`src/rtl/counter_capture_pkg.sv`:
```
// Shared defaults and helpers for the counter capture FIFO.
package counter_capture_pkg;

    localparam int CC_WIDTH      = 16;
    localparam int CC_DEPTH      = 8;
    localparam int CC_MODE_RAW   = 0;
    localparam int CC_MODE_DELTA = 1;

    function automatic int cc_ptr_w(input int depth);
        return $clog2(depth);
    endfunction

endpackage

```
`src/rtl/counter_capture_fifo_if.sv`:
```
// Capture-side inputs and valid/ready output bus of the counter capture FIFO.
interface counter_capture_fifo_if
    import counter_capture_pkg::*;
#(
    parameter int WIDTH = CC_WIDTH,
    parameter int DEPTH = CC_DEPTH
);
    logic [WIDTH-1:0]            i_value;
    logic                        i_capture;
    logic                        i_clear;
    logic [WIDTH-1:0]            o_data;
    logic                        o_valid;
    logic                        i_ready;
    logic [cc_ptr_w(DEPTH):0]    o_count;
    logic                        o_full;
    logic                        o_overflow;

    modport master (
        output i_value, i_capture, i_clear, i_ready,
        input  o_data, o_valid, o_count, o_full, o_overflow
    );

    modport slave (
        input  i_value, i_capture, i_clear, i_ready,
        output o_data, o_valid, o_count, o_full, o_overflow
    );
endinterface

```
`src/rtl/counter_capture_fifo_sync_fifo.sv`:
```
// First-word fall-through synchronous FIFO with a registered head word,
// accepting a push while full when a pop happens in the same cycle.
module sync_fifo
    import counter_capture_pkg::*;
#(
    parameter int   WIDTH = CC_WIDTH,
    parameter int   DEPTH = CC_DEPTH,
    localparam int  PTR_W = cc_ptr_w(DEPTH),
    localparam int  CNT_W = PTR_W + 1
) (
    input  logic             i_clk,
    input  logic             i_reset,
    input  logic             i_flush,
    input  logic             i_push,
    input  logic             i_pop,
    input  logic [WIDTH-1:0] i_wdata,
    output logic [WIDTH-1:0] o_rdata,
    output logic [CNT_W-1:0] o_count,
    output logic             o_full,
    output logic             o_empty
);
    logic [WIDTH-1:0] mem [DEPTH];
    logic [PTR_W-1:0] wr_ptr_q, rd_ptr_q, rd_ptr_inc;
    logic [CNT_W-1:0] count_q, count_nxt;
    logic [WIDTH-1:0] head_q, head_nxt;
    logic             full, empty, push_ok, pop_ok;

    assign full       = (count_q == CNT_W'(DEPTH));
    assign empty      = (count_q == '0);
    assign pop_ok     = i_pop && !empty;
    assign push_ok    = i_push && (!full || pop_ok);
    assign rd_ptr_inc = rd_ptr_q + PTR_W'(1);

    // Head register mirrors mem[rd_ptr] so o_data is a flop output, and it
    // keeps its old value once the FIFO runs empty.
    always_comb begin
        count_nxt = count_q;
        head_nxt  = head_q;
        case ({push_ok, pop_ok})
            2'b10:   count_nxt = count_q + CNT_W'(1);
            2'b01:   count_nxt = count_q - CNT_W'(1);
            default: count_nxt = count_q;
        endcase
        if (push_ok && (empty || (count_q == CNT_W'(1) && pop_ok))) begin
            head_nxt = i_wdata;
        end else if (pop_ok && count_q > CNT_W'(1)) begin
            head_nxt = mem[rd_ptr_inc];
        end
    end

    always_ff @(posedge i_clk) begin
        if (push_ok) begin
            mem[wr_ptr_q] <= i_wdata;
        end
    end

    always_ff @(posedge i_clk) begin
        if (i_reset || i_flush) begin
            wr_ptr_q <= '0;
            rd_ptr_q <= '0;
            count_q  <= '0;
            head_q   <= '0;
        end else begin
            if (push_ok) wr_ptr_q <= wr_ptr_q + PTR_W'(1);
            if (pop_ok)  rd_ptr_q <= rd_ptr_inc;
            count_q <= count_nxt;
            head_q  <= head_nxt;
        end
    end

    assign o_rdata = head_q;
    assign o_count = count_q;
    assign o_full  = full;
    assign o_empty = empty;
endmodule

```
`src/rtl/counter_capture_fifo.sv`:
```
// Snapshots the shared counter on each capture strobe (raw or delta since the
// last accepted capture) and queues the snapshots on a valid/ready output.
module counter_capture_fifo
    import counter_capture_pkg::*;
#(
    parameter int WIDTH      = CC_WIDTH,
    parameter int DEPTH      = CC_DEPTH,
    parameter int DELTA_MODE = CC_MODE_RAW
) (
    input  logic                  i_clk,
    input  logic                  i_reset,
    counter_capture_fifo_if.slave bus
);
    localparam int CNT_W = cc_ptr_w(DEPTH) + 1;

    logic [WIDTH-1:0] prev_q;
    logic [WIDTH-1:0] word;
    logic [WIDTH-1:0] head;
    logic [CNT_W-1:0] count;
    logic             full, empty, pop, push_acc, overflow_q;

    function automatic logic [WIDTH-1:0] delta_wrap(input logic [WIDTH-1:0] cur,
                                                    input logic [WIDTH-1:0] prv);
        return cur - prv;
    endfunction

    assign pop      = !empty && bus.i_ready && !bus.i_clear;
    assign push_acc = bus.i_capture && !bus.i_clear && (!full || pop);
    assign word     = (DELTA_MODE == CC_MODE_DELTA) ? delta_wrap(bus.i_value, prev_q)
                                                    : bus.i_value;

    sync_fifo #(
        .WIDTH (WIDTH),
        .DEPTH (DEPTH)
    ) u_fifo (
        .i_clk   (i_clk),
        .i_reset (i_reset),
        .i_flush (bus.i_clear),
        .i_push  (push_acc),
        .i_pop   (pop),
        .i_wdata (word),
        .o_rdata (head),
        .o_count (count),
        .o_full  (full),
        .o_empty (empty)
    );

    // A dropped capture leaves prev untouched so the next delta spans the gap.
    always_ff @(posedge i_clk) begin
        if (i_reset || bus.i_clear) begin
            prev_q     <= '0;
            overflow_q <= 1'b0;
        end else begin
            if (push_acc) prev_q <= bus.i_value;
            if (bus.i_capture && full && !pop) overflow_q <= 1'b1;
        end
    end

    assign bus.o_data     = head;
    assign bus.o_valid    = !empty;
    assign bus.o_count    = count;
    assign bus.o_full     = full;
    assign bus.o_overflow = overflow_q;
endmodule

```
`src/flat_wrapper.sv`:
```
// flat-port wrapper written by rule: the top's interface ports become plain ports
module counter_capture_fifo_flat import counter_capture_pkg::*;
#(
    parameter int WIDTH      = CC_WIDTH,
    parameter int DEPTH      = CC_DEPTH,
    parameter int DELTA_MODE = CC_MODE_RAW
)
  (i_clk, i_reset, bus_i_value, bus_i_capture, bus_i_clear, bus_i_ready, bus_o_data, bus_o_valid, bus_o_count, bus_o_full, bus_o_overflow);
  counter_capture_fifo_if #(.WIDTH(WIDTH), .DEPTH(DEPTH)) bus_i ();
  input  logic i_clk;
  input  logic i_reset;
  input wire logic [$bits(bus_i.i_value)-1:0] bus_i_value;
  input wire logic [$bits(bus_i.i_capture)-1:0] bus_i_capture;
  input wire logic [$bits(bus_i.i_clear)-1:0] bus_i_clear;
  input wire logic [$bits(bus_i.i_ready)-1:0] bus_i_ready;
  output wire logic [$bits(bus_i.o_data)-1:0] bus_o_data;
  output wire logic [$bits(bus_i.o_valid)-1:0] bus_o_valid;
  output wire logic [$bits(bus_i.o_count)-1:0] bus_o_count;
  output wire logic [$bits(bus_i.o_full)-1:0] bus_o_full;
  output wire logic [$bits(bus_i.o_overflow)-1:0] bus_o_overflow;
  assign bus_i.i_value = bus_i_value;
  assign bus_i.i_capture = bus_i_capture;
  assign bus_i.i_clear = bus_i_clear;
  assign bus_i.i_ready = bus_i_ready;
  assign bus_o_data = bus_i.o_data;
  assign bus_o_valid = bus_i.o_valid;
  assign bus_o_count = bus_i.o_count;
  assign bus_o_full = bus_i.o_full;
  assign bus_o_overflow = bus_i.o_overflow;
  counter_capture_fifo #(.WIDTH(WIDTH), .DEPTH(DEPTH), .DELTA_MODE(DELTA_MODE)) u_core (.i_clk(i_clk), .i_reset(i_reset), .bus(bus_i));
endmodule
```
`config.mk`:
```
export PLATFORM = sky130hd
export DESIGN_NAME = counter_capture_fifo_flat
export DESIGN_NICKNAME = d
export VERILOG_FILES = /design/src/rtl/counter_capture_pkg.sv /design/src/rtl/counter_capture_fifo_if.sv /design/src/rtl/counter_capture_fifo_sync_fifo.sv /design/src/rtl/counter_capture_fifo.sv /design/src/flat_wrapper.sv
export SDC_FILE = /design/constraint.sdc
export NUM_CORES = 1
export LEC_CHECK = 0
export BUFFER_PORTS_ARGS = -buffer_cell sky130_fd_sc_hd__buf_2
export CAP_MARGIN = 15
export CORE_MARGIN = 2
export CORE_UTILIZATION = 35
export CTS_CLUSTER_SIZE = 8
export DETAILED_ROUTE_END_ITERATION = 6
export PLACE_DENSITY = 0.64
export SLEW_MARGIN = 25
export SYNTH_ARGS = -nofsm -noshare
export SYNTH_HDL_FRONTEND = slang
export SYNTH_SLANG_ARGS = --single-unit
```
`constraint.sdc`:
```
create_clock -name i_clk -period 2.5 [get_ports i_clk]
set_input_delay 0 -clock i_clk [delete_from_list [all_inputs] [get_ports i_clk]]
set_output_delay 0 -clock i_clk [all_outputs]
set_load 0.005 [all_outputs]
```
# [Word level (Yosys, flattened, before mapping)]
# Memory sizes are Yosys's and may differ from the RTL's.
# Cells that the tools add are included.
[word_totals] elab_cells=42 memories=1 in_bits=21 output_inout_bits=23 regBits=27 ramBits=128
[classes] muxes=5 add_sub_neg=4 magnitude_cmp=1 reduce_logical=22 n_eq_ne=4
[memory_table] memory="u_core.u_fifo.mem" words=8 word_bits=16 read_ports=1 rd_ports_with_merged_regs=0 write_ports=1 line="counter_capture_fifo_sync_fifo.sv:22" text="logic [WIDTH-1:0] mem [DEPTH];"
[op_table] cell="$mux W16" count=2
[op_table] cell="$logic_and A1 B1 Y1" count=11
[op_table] cell="$pmux W4 S2" count=1
[op_table] cell="$add A3 B1 Y3 const B" count=2
[op_table] cell="$add A4 B1 Y4 const B" count=1
[op_table] cell="$eq A4 B1 Y1 const B" count=1
[op_table] cell="$eq A4 B4 Y1 const B" count=1
[op_table] cell="$gt A4 B1 Y1 const B" count=1
[op_table] cell="$logic_not A1 Y1" count=4
[op_table] cell="$logic_not A4 Y1" count=1
[op_table] cell="$logic_or A1 B1 Y1" count=4
[op_table] cell="$reduce_bool A2 Y1" count=2
[op_table] cell="$sub A4 B1 Y4 const B" count=1
[op_table] cell="$eq A2 B1 Y1 const B" count=1
[op_table] cell="$eq A2 B2 Y1 const B" count=1
[op_table] cell="$mux W1" count=2

# [Depth between registers and ports, before layout]
[logic_depth] ltp_word=9 ltp_mapped=11 mapped_depth_nobuf=10

# [Modules after synthesis]
# A second synthesis with hierarchy kept.
[unflattened] cells_unflattened=403 area_unflattened_um2=6299.8
[by_module_without_submodules] module="sync_fifo" seq_area_each_um2=4364.2 cells_each=394 area_per_inst_um2=6217.2 instances=1
[by_module_without_submodules] module="counter_capture_fifo" seq_area_each_um2=20.0 cells_each=9 area_per_inst_um2=82.6 instances=1

# [Worst setup path after synthesis]
# Ideal clock, no wire load.
[synth_timing] path_kind="register -> register" startpoint="register u_core.u_fifo.count_q[0], in the netlist u_core.u_fifo.o_count[0]" endpoint="memory u_core.u_fifo.mem[1][0] (netlist name), enable pin" path_slack_ps=-105 arrival_time_ps=2196 synth_period_minus_slack_ps=2605 path_stages_with_launch=6 setup_ps=409 required_ps=2091 path_buffers=0 cell_sequence="dfxtp_1 inv_1 ha_1 nand3b_1 o211ai_1 nor3_1"
[synth_via] elab_chain_len=9 word_cells_on_any_way=13 classes_between="1 x eq/ne; 2 x mux; 10 x reduce/logical"
[synth_rtl] item="from (decl)" line="counter_capture_fifo_sync_fifo.sv:24" text="logic [CNT_W-1:0] count_q, count_nxt;"
[synth_rtl] item="from (signal assigned)" line="counter_capture_fifo_sync_fifo.sv:66" text="count_q <= count_nxt;"
[synth_rtl] item="$logic_not A4 Y1" line="counter_capture_fifo_sync_fifo.sv:29" text="assign empty = (count_q == '0);"
[synth_rtl] item="$logic_not A1 Y1" line="counter_capture_fifo_sync_fifo.sv:30, counter_capture_fifo.sv:27"
[synth_rtl] item="$logic_and A1 B1 Y1 (2 in a row)" line="counter_capture_fifo.sv:27" text="assign pop = !empty && bus.i_ready && !bus.i_clear;"
[synth_rtl] item="$logic_or A1 B1 Y1 / $logic_and A1 B1 Y1 (equally long branches)" line="counter_capture_fifo.sv:28, counter_capture_fifo_sync_fifo.sv:30"
[synth_rtl] item="$logic_and A1 B1 Y1 / $logic_or A1 B1 Y1 (equally long branches)" line="counter_capture_fifo.sv:28, counter_capture_fifo_sync_fifo.sv:31"
[synth_rtl] item="$logic_and A1 B1 Y1 *" line="counter_capture_fifo_sync_fifo.sv:31" text="assign push_ok = i_push && (!full || pop_ok);"
[synth_rtl] item="$mux W1 *" line="counter_capture_fifo_sync_fifo.sv:52" text="if (push_ok) begin"
[synth_rtl] item="$mux W1 (implied by the code) *" line="counter_capture_fifo_sync_fifo.sv:53" text="mem[wr_ptr_q] <= i_wdata;"
[synth_rtl] item="to (decl)" line="counter_capture_fifo_sync_fifo.sv:22"
# Every way passes the cells marked *; elsewhere a longest branch is shown, timed or not.

# [Worst setup path in the final report]
[layout_timing] startpoint="register u_core.u_fifo.count_q[0], in the netlist u_core.u_fifo.o_count[0]" endpoint="register u_core.u_fifo.count_q[3], in the netlist u_core.u_fifo.o_count[3]"
[layout_via] elab_chain_len=9 word_cells_on_any_way=17 classes_between="2 x add/sub; 3 x eq/ne; 1 x mux; 11 x reduce/logical"
[layout_rtl] item="$logic_not A4 Y1 *" line="counter_capture_fifo_sync_fifo.sv:29"
[layout_rtl] item="$logic_not A1 Y1 *" line="counter_capture_fifo_sync_fifo.sv:30, counter_capture_fifo.sv:27"
[layout_rtl] item="$logic_and A1 B1 Y1 (2 in a row)" line="counter_capture_fifo.sv:27"
[layout_rtl] item="$logic_and A1 B1 Y1 *" line="counter_capture_fifo_sync_fifo.sv:30" text="assign pop_ok = i_pop && !empty;"
[layout_rtl] item="net u_core.u_fifo.pop_ok" line="counter_capture_fifo_sync_fifo.sv:26" text="logic full, empty, push_ok, pop_ok;"
[layout_rtl] item="$logic_or A1 B1 Y1" line="counter_capture_fifo_sync_fifo.sv:31"
[layout_rtl] item="$logic_and A1 B1 Y1" line="counter_capture_fifo_sync_fifo.sv:31"
[layout_rtl] item="$eq A2 B1 Y1 / $eq A2 B2 Y1 (equally long branches)" line="counter_capture_fifo_sync_fifo.sv:39" text="case ({push_ok, pop_ok})"
[layout_rtl] item="$pmux W4 S2 / $reduce_bool A2 Y1 (equally long branches)"
# The timed path passes the listed nets; every way through them passes the cells marked *.
# A chain may end at the register's enable or synchronous reset.

==> results.cfg <==
[routing]
wl_per_cell_microns = 18.4
ant_nets = 0
via_count = 3877
routed_wl_microns = 13700
drc_errors = 0
drtIter0Drc = 289
via_per_inst = 5.21
first_pass_iters = 4

[yosys]
syn_inst = 432
synth_compound_area_frac = 0.0514
synth_top_cell_area_share = 0.602
ys_types = 42
async_reset_ff_frac = 0
yosysSeqAreaShare = 0.687
synth-edff-count = 128
synth.avg_cell_area_sq_um = 14.8
ys_ff_latch = 155
synth_top_family_by_area = multiplexers
synthMuxAreaShare = 0.103
syn_area_sq_um = 6380
yosysTopAreaCell = edfxtp_1
ys_top_cells_by_area = edfxtp_1 60%, mux2i_1 10%, dfxtp_1 8.5%, nand3_1 5.2%, a32oi_1 2.2%
yosys_most_used_dff = edfxtp_1
yosysWarnings = 0
synth_adder_area_share = 0.0137
yosys.area_share.simple = 0.100
synth_fp_nets = 460
yosys.area_share.xor_xnor = 0.0123

[critical_path]
critical_path.top_delay_family = simple AND/OR/NAND/NOR gates
worstSetupPathType = reg -> reg
cp-startpoint = u_core.u_fifo.o_count[0]
crit_path_max_incr_delay_ns = 0.46
cpMostUsedCell = inv_1
start_kind = flop
cp.arrival_ns = 2.62
crit_buf_inv = 2
cp_cell_sequence = inv_1, ha_1, or3b_4, nand3b_1, inv_1, ha_2, or4b_1, a21oi_2, xnor2_1, nor2_1
worstPathMaxFanout = 7
cp.required_ns = 2.79
cp-end-kind = flop
reg2reg_from = u_core.u_fifo.o_count[0]
slowest_stage = or4b_1

[global_routing]
grt_max_degree = 64
grt_pass1_vias = 4057
grt_usage = 0.146
grt_overflow = 0
grt_antenna_before_repair = 0
grt_pass1_wl_microns = 21700

[clocking]
cts_htree_levels = 4
cts_tree = yes
path_clk_slew_ns = 0.06
cts_made_buffers = 17
clockBufferDepth = 2
cts_root_buf = clkbuf_16
postCtsSetupBuffers = 0
clk_latency_ns = 0.41
numClockSinks = 155

[min_path]
min_path_type = in -> reg
min_from = i_reset

[floorplan]
start_util = 0.357
std_cell_rows = 49
core_area_sq_um = 17900
ioPinCount = 44
die_x_microns = 139
dieArea_sq_um = 19300
die_h_microns = 139

[timing]
setup_tns_ns = 0
tightest_slew_ns = 0.864
rsz0062_at_grt = no
skew_ns = 0.00884
setup_ws_ns = 0.167
slew_headroom = 0.424
hold_viol = 0
setup_viol = 0
post-route-period-util = 0.933
fmax_mhz = 429
period_minus_slack_ns = 2.33
slew_violations = 0
timing.hold.ws_ns = 0.0510

[run_status]
status = complete, no violations

[placement]
place_ws_ns = 0.0341
hpwlAfterDp_microns = 8330
place.gp.congestion = 0.837
numPortBuffers = 43
dp_cells = 694

[final_layout]
n_antenna_cell = 0
fin_util = 0.425
stdcell_count = 744
drive_above_1_share = 0.210
n_fill_cell = 1647
final_nets = 530
syn2layout_area_growth_pct = 19.2

[power_and_ir_drop]
p_per_area_nw_per_um2 = 708
max-vdd-ir-drop_v = 0.000415
leakagePower_nw = 2.49

[run]
maxCapViolCount = 0
## cell usage after synthesis, types with 2 or more instances
cell type and number:
nand2_1 3, clkbuf_1 11, ha_1 7, nand4_1 16
dfxtp_1 27, o21ai_1 12, nor2_1 15, nand3_1 66
o21ai_0 7, buf_4 5, a21oi_1 2, a32oi_1 16
nor3_1 2, mux2i_1 66, edfxtp_1 128, xor2_1 6
buf_2 5, o211ai_1 2, or2_2 2, nand3b_1 2
buf_6 4, xnor2_1 3, inv_1 5, nand2b_1 2
## report_power, final
part	switching, mW	internal, mW	leakage (nW)
combinational	0.133	0.0913	0.867
sequential	0.0131	2.82	1.38
clock	0.976	1.35	0.248
## layer usage
layer  vias up  track usage  share of wire
met5         -            0              0
met1      1962        0.184           0.45
li1       1819            -              -
met4         0       0.0500          0.011
met3        15       0.0407          0.040
met2        81        0.243           0.50
## worst paths after layout
check / endpoint / slack (ns) / cells past startpoint
worst max-delay path: u_core.u_fifo.o_count[3] / 0.17 / 10
worst min-delay path: u_core.u_fifo.rd_ptr_q[1] / 0.05 / 3
worst max register to register: u_core.u_fifo.o_count[3] / 0.17 / 10
worst min register to register: u_core.bus.o_overflow / 0.48 / 2
## worst min-delay path: stages
cell	delay [ns]
buf_2	0.07
or2_2	0.27
a21oi_1	0.07
## cell usage in the layout, fill, tap and decap left out, types with 2 or more instances in the layout
cell type / instances
nand2_1: 3
nand2b_1: 2
edfxtp_1: 128
nand4_1: 16
clkbuf_1: 2
o211ai_1: 2
buf_2: 43
a21oi_1: 2
a32oi_1: 16
dlygate4sd3_1: 18
mux2i_1: 66
clkinv_2: 5
o21ai_0: 7
ha_1: 5
dfxtp_1: 25
clkbuf_16: 17
or2_2: 2
nand3b_1: 2
nor2_1: 15
clkinvlp_4: 6
o21ai_1: 11
inv_1: 4
xor2_1: 5
nand3_1: 66
xnor2_1: 2
nor3_2: 2
buf_4: 17
## per-stage QoR
step	area [sq um]	power, mW
3_5_place_dp	6880	3.09
5_1_grt	7610	5.57
3_3_place_gp	6880	3.08
2_1_floorplan	6390	3.00
6_report	7610	5.39
4_1_cts	7600	5.43
## flip-flops by register name, summed over array words and instances (netlist names)
register / count
u_core.bus.o_overflow: 1
u_core.u_fifo.mem: 128
u_core.u_fifo.o_count: 4
u_core.u_fifo.o_rdata: 16
u_core.u_fifo.rd_ptr_q: 3
u_core.u_fifo.wr_ptr_q: 3
## logic make-up after synthesis
group                      after synthesis
and+or+nand+nor                        117
muxes                                   66
buffers and inverters                   33
DFF                                    155
AOI/OAI and AO/OA                       45
xor gates and xnor gates                 9
adders and majority gates                7
## timing repair
item | CTS | global route
hold buffers | 18 | 0
endpoints found under the setup margin | 0 | 2
hold endpoints to repair | 146 | 0
resized for setup | 0 | 6
## layout make-up
type                       count  area, sq um  area share
clock buffer                  19          433      0.0569
clock inverter                13          104      0.0136
inverter                       5         18.8     0.00247
multi-input combinational    244         1840       0.241
sequential                   155         4390       0.577
tap                          229          287      0.0377
timing repair buffer          79          543      0.0714
Note: power is estimated with default switching activity, not from simulation.
